===== config.mk =====
export PLATFORM = sky130hd
export DESIGN_NAME = uart_rx_param
export DESIGN_NICKNAME = d
export VERILOG_FILES = /design/src/rtl/uart_rx_param.sv
export SDC_FILE = /design/constraint.sdc
export NUM_CORES = 1
export LEC_CHECK = 0
export CAP_MARGIN = 10
export CORE_UTILIZATION = 50
export DETAILED_ROUTE_END_ITERATION = 8
export PLACE_DENSITY_LB_ADDON = 0.05
export SYNTH_ARGS = -nofsm -noshare
export SYNTH_HDL_FRONTEND = slang
export SYNTH_SLANG_ARGS = --single-unit

===== constraint.sdc =====
create_clock -name clk -period 4.9 [get_ports clk]
set_input_delay 0.98 -clock clk [delete_from_list [all_inputs] [get_ports clk]]
set_output_delay 0.98 -clock clk [all_outputs]
set_load 0.02 [all_outputs]

===== src/rtl/uart_rx_param.sv =====
// uart_rx_param: parametrised UART receiver with a show-ahead receive FIFO.
//
// The rx line goes through a two-flop synchroniser. An oversampling tick
// runs only while a frame is in progress. Each frame is sampled at bit
// centres: the start bit is checked at tick OVERSAMPLE/2, and every later
// sample is taken OVERSAMPLE ticks after the previous one. The received
// {frame_err, parity_err, data} entry is pushed into a small FIFO in the
// same cycle as the last stop sample.
//
// Ports
//   clk        in   system clock
//   rst        in   synchronous, active-high reset
//   rx         in   asynchronous serial line, idle high
//   rd_en      in   pop the head entry (ignored while data_valid = 0)
//   data_valid out  FIFO non-empty; head entry shown on data/flags
//   data       out  head entry data, LSB = first bit received
//   parity_err out  head entry parity mismatch
//   frame_err  out  head entry had a stop bit sampled low
//   overflow   out  one-cycle pulse: a completed frame was dropped (FIFO full)
//   busy       out  receiver is inside a frame (FSM not IDLE)
//
// state     | meaning
// ----------+-----------------------------------------------------------
// IDLE      | line idle, waiting for a falling edge on rx_s
// START     | confirming the start bit at its centre
// DATA      | shifting in DATA_BITS data bits, LSB first
// PARITY    | sampling and checking the parity bit
// STOP      | sampling STOP_BITS stop bits, push on the last one
// WAIT_IDLE | last stop bit was low (break/noise), wait for rx_s high

module uart_rx_param #(
   parameter int CLK_FREQ   = 100_000_000,
   parameter int BAUD       = 115_200,
   parameter int OVERSAMPLE = 16,
   parameter int DATA_BITS  = 8,
   parameter int PARITY     = 0,
   parameter int STOP_BITS  = 1,
   parameter int FIFO_DEPTH = 4
) (
   input  logic                 clk,
   input  logic                 rst,
   input  logic                 rx,
   input  logic                 rd_en,
   output logic                 data_valid,
   output logic [DATA_BITS-1:0] data,
   output logic                 parity_err,
   output logic                 frame_err,
   output logic                 overflow,
   output logic                 busy
);

   localparam int DIV   = CLK_FREQ / (BAUD * OVERSAMPLE);
   localparam int DIV_W = (DIV > 1) ? $clog2(DIV) : 1;
   localparam int OS_W  = $clog2(OVERSAMPLE);
   localparam int BC_W  = $clog2(DATA_BITS);
   localparam int AW    = $clog2(FIFO_DEPTH);
   localparam int EW    = DATA_BITS + 2;
   localparam bit PAR_ODD = (PARITY == 1);

   typedef enum logic [2:0] {
      S_IDLE,
      S_START,
      S_DATA,
      S_PARITY,
      S_STOP,
      S_WAIT_IDLE
   } state_e;

   // synchroniser plus one extra stage for edge detection
   logic rx_meta_q, rx_s_q, rx_prev_q;

   state_e                 state_q, state_d;
   logic [DIV_W-1:0]       div_cnt_q, div_cnt_d;
   logic [OS_W-1:0]        tick_cnt_q, tick_cnt_d;
   logic [BC_W-1:0]        bit_cnt_q, bit_cnt_d;
   logic [DATA_BITS-1:0]   shift_q, shift_d;
   logic                   perr_q, perr_d;
   logic                   ferr_q, ferr_d;

   logic                   rx_fall, tick, sample;
   logic                   push;
   logic [EW-1:0]          push_entry;

   logic [EW-1:0]          mem_q [FIFO_DEPTH];
   logic [AW:0]            wr_ptr_q, rd_ptr_q;
   logic                   overflow_q;
   logic                   fifo_empty, fifo_full, pop, push_ok;
   logic [EW-1:0]          head;

   always_ff @(posedge clk) begin
      if (rst) begin
         rx_meta_q <= 1'b1;
         rx_s_q    <= 1'b1;
         rx_prev_q <= 1'b1;
      end else begin
         rx_meta_q <= rx;
         rx_s_q    <= rx_meta_q;
         rx_prev_q <= rx_s_q;
      end
   end

   assign rx_fall = rx_prev_q & ~rx_s_q;
   assign busy    = (state_q != S_IDLE);
   // div_cnt_q counts down to 0 once per tick; tick_cnt_q counts ticks
   // down to the next bit centre.
   assign tick    = busy && (div_cnt_q == '0);
   assign sample  = tick && (tick_cnt_q == '0);

   always_ff @(posedge clk) begin
      if (rst) begin
         state_q    <= S_IDLE;
         div_cnt_q  <= '0;
         tick_cnt_q <= '0;
         bit_cnt_q  <= '0;
         shift_q    <= '0;
         perr_q     <= 1'b0;
         ferr_q     <= 1'b0;
      end else begin
         state_q    <= state_d;
         div_cnt_q  <= div_cnt_d;
         tick_cnt_q <= tick_cnt_d;
         bit_cnt_q  <= bit_cnt_d;
         shift_q    <= shift_d;
         perr_q     <= perr_d;
         ferr_q     <= ferr_d;
      end
   end

   always_comb begin
      state_d    = state_q;
      div_cnt_d  = div_cnt_q;
      tick_cnt_d = tick_cnt_q;
      bit_cnt_d  = bit_cnt_q;
      shift_d    = shift_q;
      perr_d     = perr_q;
      ferr_d     = ferr_q;
      push       = 1'b0;

      if (busy) begin
         div_cnt_d = tick ? DIV_W'(DIV - 1) : div_cnt_q - 1'b1;
         if (tick) begin
            tick_cnt_d = (tick_cnt_q == '0) ? OS_W'(OVERSAMPLE - 1)
                                            : tick_cnt_q - 1'b1;
         end
      end

      case (state_q)
         S_IDLE: begin
            if (rx_fall) begin
               state_d    = S_START;
               div_cnt_d  = DIV_W'(DIV - 1);
               tick_cnt_d = OS_W'(OVERSAMPLE / 2 - 1);
               bit_cnt_d  = '0;
               perr_d     = 1'b0;
               ferr_d     = 1'b0;
            end
         end
         S_START: begin
            if (sample) begin
               state_d   = rx_s_q ? S_IDLE : S_DATA;
               bit_cnt_d = '0;
            end
         end
         S_DATA: begin
            if (sample) begin
               shift_d = {rx_s_q, shift_q[DATA_BITS-1:1]};
               if (bit_cnt_q == BC_W'(DATA_BITS - 1)) begin
                  bit_cnt_d = '0;
                  state_d   = (PARITY != 0) ? S_PARITY : S_STOP;
               end else begin
                  bit_cnt_d = bit_cnt_q + 1'b1;
               end
            end
         end
         S_PARITY: begin
            if (sample) begin
               perr_d  = rx_s_q ^ (^shift_q) ^ PAR_ODD;
               state_d = S_STOP;
            end
         end
         S_STOP: begin
            if (sample) begin
               ferr_d = ferr_q | ~rx_s_q;
               if (bit_cnt_q == BC_W'(STOP_BITS - 1)) begin
                  push    = 1'b1;
                  state_d = rx_s_q ? S_IDLE : S_WAIT_IDLE;
               end else begin
                  bit_cnt_d = bit_cnt_q + 1'b1;
               end
            end
         end
         S_WAIT_IDLE: begin
            if (rx_s_q) state_d = S_IDLE;
         end
         default: state_d = S_IDLE;
      endcase
   end

   assign push_entry = {ferr_d, perr_q, shift_q};

   // Extra pointer bit separates full from empty when the indices match.
   assign fifo_empty = (wr_ptr_q == rd_ptr_q);
   assign fifo_full  = (wr_ptr_q[AW] != rd_ptr_q[AW]) &&
                       (wr_ptr_q[AW-1:0] == rd_ptr_q[AW-1:0]);
   assign pop        = rd_en && !fifo_empty;
   // A pop in the same cycle frees the slot, so a full FIFO still accepts.
   assign push_ok    = push && (!fifo_full || pop);

   always_ff @(posedge clk) begin
      if (push_ok) mem_q[wr_ptr_q[AW-1:0]] <= push_entry;
   end

   always_ff @(posedge clk) begin
      if (rst) begin
         wr_ptr_q   <= '0;
         rd_ptr_q   <= '0;
         overflow_q <= 1'b0;
      end else begin
         if (push_ok) wr_ptr_q <= wr_ptr_q + 1'b1;
         if (pop)     rd_ptr_q <= rd_ptr_q + 1'b1;
         overflow_q <= push && fifo_full && !pop;
      end
   end

   assign head       = mem_q[rd_ptr_q[AW-1:0]];
   assign data_valid = !fifo_empty;
   assign data       = data_valid ? head[DATA_BITS-1:0] : '0;
   assign parity_err = data_valid & head[DATA_BITS];
   assign frame_err  = data_valid & head[DATA_BITS+1];
   assign overflow   = overflow_q;

endmodule


==> results by stage <==
Flow run:
- The max-capacitance violation count is 0.

Floorplanning:
- The area of the core is 0.00679 mm².
- The die outline area is 0.00735 mm².
- 17 I/O pins were placed.
- Row generation in the floorplan step produced 30 rows.
- In this run the vertical extent of the chip is 85.7 µm.
- For this configuration, the core starts out at a cell density of 51.6%.
- The die span in x is 85.7 µm.

STA:
- Dividing the final minimum period by the clock period gives 68.6%.
- The accumulated negative setup slack is 0 ns.
- Across the routed clock network, the largest skew measured is 0.00889 ns.
- The shortest clock period the worst path allows after layout is 3.36 ns.
- Setup repair after global routing left no endpoint under its margin.
- The worst relative slew slack is 56.0%.
- Setup violations remaining at the end of the flow were counted as 0.
- At the pin with the least slew margin, the transition time is 0.658 ns.
- The number of hold violations in the final report is 0.
- The number of pins with negative max-slew slack in the final report is 0.
- Based on the critical path, the design can be clocked at up to 297 MHz.

Route:
- In the routed layout, each cell is associated on average with a via count of 5.13.
- Before antenna repair, the detailed router went through 4 iterations.
- In the routed design, unresolved DRC markers number 0.
- Dividing the detail-routed wire length by the instance count gives 14.4 µm.
- The aggregate routed wire length is 5.65 mm.
- The number of vias after detailed routing is 2010.
- The DRC violation total after the first TritonRoute iteration is 50.
- The final antenna-violating net count is 0.

Global routing:
- The pin count of the biggest net entering global routing is 29.
- The layer flagged by global routing as most heavily used is met2.
- The number of global-route vias before repair was 1915.
- The number of antenna violations at the first check in global routing is 0.
- Global routing used 4.33% of the available met3 tracks.
- In the global route stage, met2 resource usage came out at 27.3%.
- The wire length of the first global-routing pass is 9.51 mm.
- The total global routing track utilization is 17.3%.
- The met1 global-route usage is 22.4%.
- Summed over all layers, the global routing overflow is 0.

CTS:
- The source-to-sink clock delay at the later pin of the worst-skew pair is 0.34 ns.
- The clock tree from TritonCTS is done.
- The number of setup buffers added after CTS is 0.
- The maximum root-to-sink buffer count is 2.
- Clock-pin slew was measured on the worst setup and hold paths at 0.08 ns.
- The root buffer cell chosen for the clock tree is sky130_fd_sc_hd__clkbuf_8.
- The number of CTS-inserted buffers is 9.
- The clock tree synthesis step divided the H-tree into 3 levels.
- The number of hold buffers added after CTS is 0.
- The number of sinks handled by clock tree synthesis is 78.
- The post-cts sizing count is 0.

Critical path:
- In this run the register-to-register setup slack is 2.52 ns.
- For the worst setup path, the data required time is 3.92 ns.
- The worst endpoint data arrival time is 2.38 ns.
- The number of cells traversed by the worst register-to-register path is 6.
- STA classifies the critical path endpoint as an output port.
- The worst register-to-register path begins at div_cnt_q[0].
- The critical path is of the reg -> out type.
- Along the worst path, the maximum fanout reaches 10.
- In this run the critical register-to-register path is captured at mem_q[0][1].
- The type of origin of the critical path is a flop.

Worst hold path:
- In this run the worst hold path is classified as reg -> reg.
- The worst hold path cell count is 1.
- The critical hold path startpoint is rx_meta_q.
- For hold timing, the worst endpoint is rx_s_q.

Logic synthesis:
- The biggest area consumer among synthesized cells is sky130_fd_sc_hd__edfxtp_1.
- The Yosys step of the flow raised 0 warnings.
- After technology mapping, the gate count stands at 274.
- Sequential elements use 56.0% of the synthesized area.
- The share of Yosys cell area claimed by the top area cell type is 34.3%.
- Summing every instance area after synthesis gives 0.00350 mm².
- The average instance in the mapped netlist occupies 12.8 µm².
- Synthesis inferred 78 register bits.
- Yosys attributes the largest share of cell area to sky130_fd_sc_hd__edfxtp_1 (34%), sky130_fd_sc_hd__dfxtp_1 (22%), sky130_fd_sc_hd__mux4_2 (6.4%).
- The predominant post-synthesis flop cell is sky130_fd_sc_hd__edfxtp_1.
- The synthesized design contains 40 enable-type register cells.
- The unique cell type count in the Yosys netlist is 58.
- The number of nets in the synthesized netlist is 288.
- After synthesis, the share of flip-flops with an asynchronous set or reset is 0%.

Power:
- The total net switching power is 0.000261 W.
- Internal power comes to 0.000924 W.
- In this run, flip-flops and latches consume 58.3% of the power.
- The maximum vdd ir drop is 0.175 mV.
- In this run switching power makes up 22.0% of total power.
- The leakage power is 1.41 nW.
- The share of total power dissipated in combinational logic is 4.6%.
- The total power divided by cell area is 301 mW/mm².
- The clock network is responsible for 37.0% of the overall power.

Placement:
- Once placement finished, the instance area stood at 0.00375 mm².
- The port buffer count is 16.
- The HPWL after detailed placement is 3.79 mm.
- The routability congestion estimate from global placement is 0.771.

Final layout:
- The area growth from synthesis to layout is 12.1%.
- The diode insertion count for antenna repair is 0.
- The number of fill cells is 570.
- In the final design database the tool counted 305 nets.
- The proportion of layout cells with a drive suffix above 1 is 14.2%.
- The post-route cell area is 0.00393 mm².

Run status:
- The run finished with clean final reports.
[cells in the mapped netlist, drive strengths merged, types with 6 or more instances]
cell type,n
xor2,8
nor2,30
mux4,10
nand2b,7
nor2b,13
clkbuf,9
dfxtp,38
inv,14
edfxtp,40
ha,10
xnor2,10
nand2,6
a21oi,8
mux2i,14
[placed cells by master, fill, tap and decap left out, types with 2 or more instances in the layout]
master / Yosys / final
sky130_fd_sc_hd__nand2_1: 6 / 6
sky130_fd_sc_hd__nor2b_1: 13 / 13
sky130_fd_sc_hd__xor2_1: 8 / 8
sky130_fd_sc_hd__xnor2_1: 10 / 10
sky130_fd_sc_hd__a211oi_1: 2 / 2
sky130_fd_sc_hd__nor4_1: 2 / 2
sky130_fd_sc_hd__clkdlybuf4s50_1: 0 / 16
sky130_fd_sc_hd__and2_1: 4 / 4
sky130_fd_sc_hd__nand3_1: 4 / 4
sky130_fd_sc_hd__o21ai_0: 3 / 3
sky130_fd_sc_hd__nand2b_1: 7 / 7
sky130_fd_sc_hd__or2_2: 3 / 3
sky130_fd_sc_hd__inv_1: 13 / 13
sky130_fd_sc_hd__edfxtp_1: 40 / 40
sky130_fd_sc_hd__dfxtp_1: 38 / 38
sky130_fd_sc_hd__nor3_1: 2 / 2
sky130_fd_sc_hd__or3_1: 2 / 2
sky130_fd_sc_hd__ha_1: 10 / 10
sky130_fd_sc_hd__clkbuf_8: 0 / 9
sky130_fd_sc_hd__o21a_1: 2 / 2
sky130_fd_sc_hd__buf_4: 1 / 2
sky130_fd_sc_hd__clkbuf_1: 9 / 3
sky130_fd_sc_hd__mux4_2: 10 / 10
sky130_fd_sc_hd__mux2i_1: 14 / 14
sky130_fd_sc_hd__nor2_1: 28 / 28
sky130_fd_sc_hd__a21oi_1: 8 / 8
[final cells by class]
class	count	area, µm²	share of cell area [%]
Tap cell	96	120	3.06
Clock inverter	3	20.0	0.510
Timing Repair Buffer	18	175	4.46
Clock buffer	13	160	4.08
Inverter	14	52.6	1.34
Sequential cell	78	1960	49.9
Multi-Input combinational cell	170	1440	36.6
[state kept, by name (all words and copies together), names as in the netlist, 3 cells and up, named ones only]
name,flops
state_q,3
div_cnt_q,6
tick_cnt_q,4
bit_cnt_q,3
shift_q,8
rd_ptr_q,3
mem_q,40
wr_ptr_q,3
[power groups by stage]
stage / logic (W) / clock network (W) / registers (W)
after floorplan: 0.0000442 / 0 / 0.000704
after global placement: 0.0000552 / 0 / 0.000706
after detailed placement: 0.0000555 / 0 / 0.000706
after CTS: 0.0000559 / 0.000450 / 0.000691
after global routing: 0.0000610 / 0.000477 / 0.000692
final: 0.0000550 / 0.000439 / 0.000691
[through the flow]
step | total power [W] | instances | setup slack (ns) | hold WS (ns) | util, %
floorplan | 0.000748 | 274 | 2.56 | 0.389 | -
global placement | 0.000761 | 376 | 1.86 | 0.401 | 55.2
detailed placement | 0.000761 | 376 | 1.86 | 0.399 | 55.2
CTS | 0.00120 | 392 | 1.47 | 0.417 | 57.8
global route | 0.00123 | 392 | 1.35 | 0.444 | 57.8
finish | 0.00118 | 392 | 1.54 | 0.413 | 57.8
[layer usage]
metal | share of wire, % | vias up
met5 | 0 | -
met4 | 1.8 | 0
met3 | 1.9 | 8
met2 | 47 | 21
met1 | 49 | 964
li1 | - | 1017
[logic make-up after synthesis]
kind of cell    synth area share (%)
compound gates                  5.46
xor+xnor                        5.14
fa+ha+maj                       3.57
buf+inv                         2.96
flops                           56.0
mux                             10.7
simple gates                    16.1
[worst max-delay path, cell delays in order (launching register included)]
cell	delay, ns
sky130_fd_sc_hd__dfxtp_1	0.75
sky130_fd_sc_hd__mux4_2	0.58
sky130_fd_sc_hd__nor2b_1	0.16
sky130_fd_sc_hd__clkdlybuf4s50_1	0.56
[worst max path at each step]
stage | startpoint | end | slack (ns) | cells after the start
2_1_floorplan | rd_en | mem_q[3][0] | 2.56 | 2
3_3_place_gp | rd_en | mem_q[0][5] | 1.86 | 4
3_5_place_dp | rd_en | mem_q[0][5] | 1.86 | 4
4_1_cts | flop | frame_err | 1.47 | 3
5_1_grt | flop | frame_err | 1.35 | 3
6_report | flop | frame_err | 1.54 | 3
Note: power is estimated with default switching activity, not from simulation.
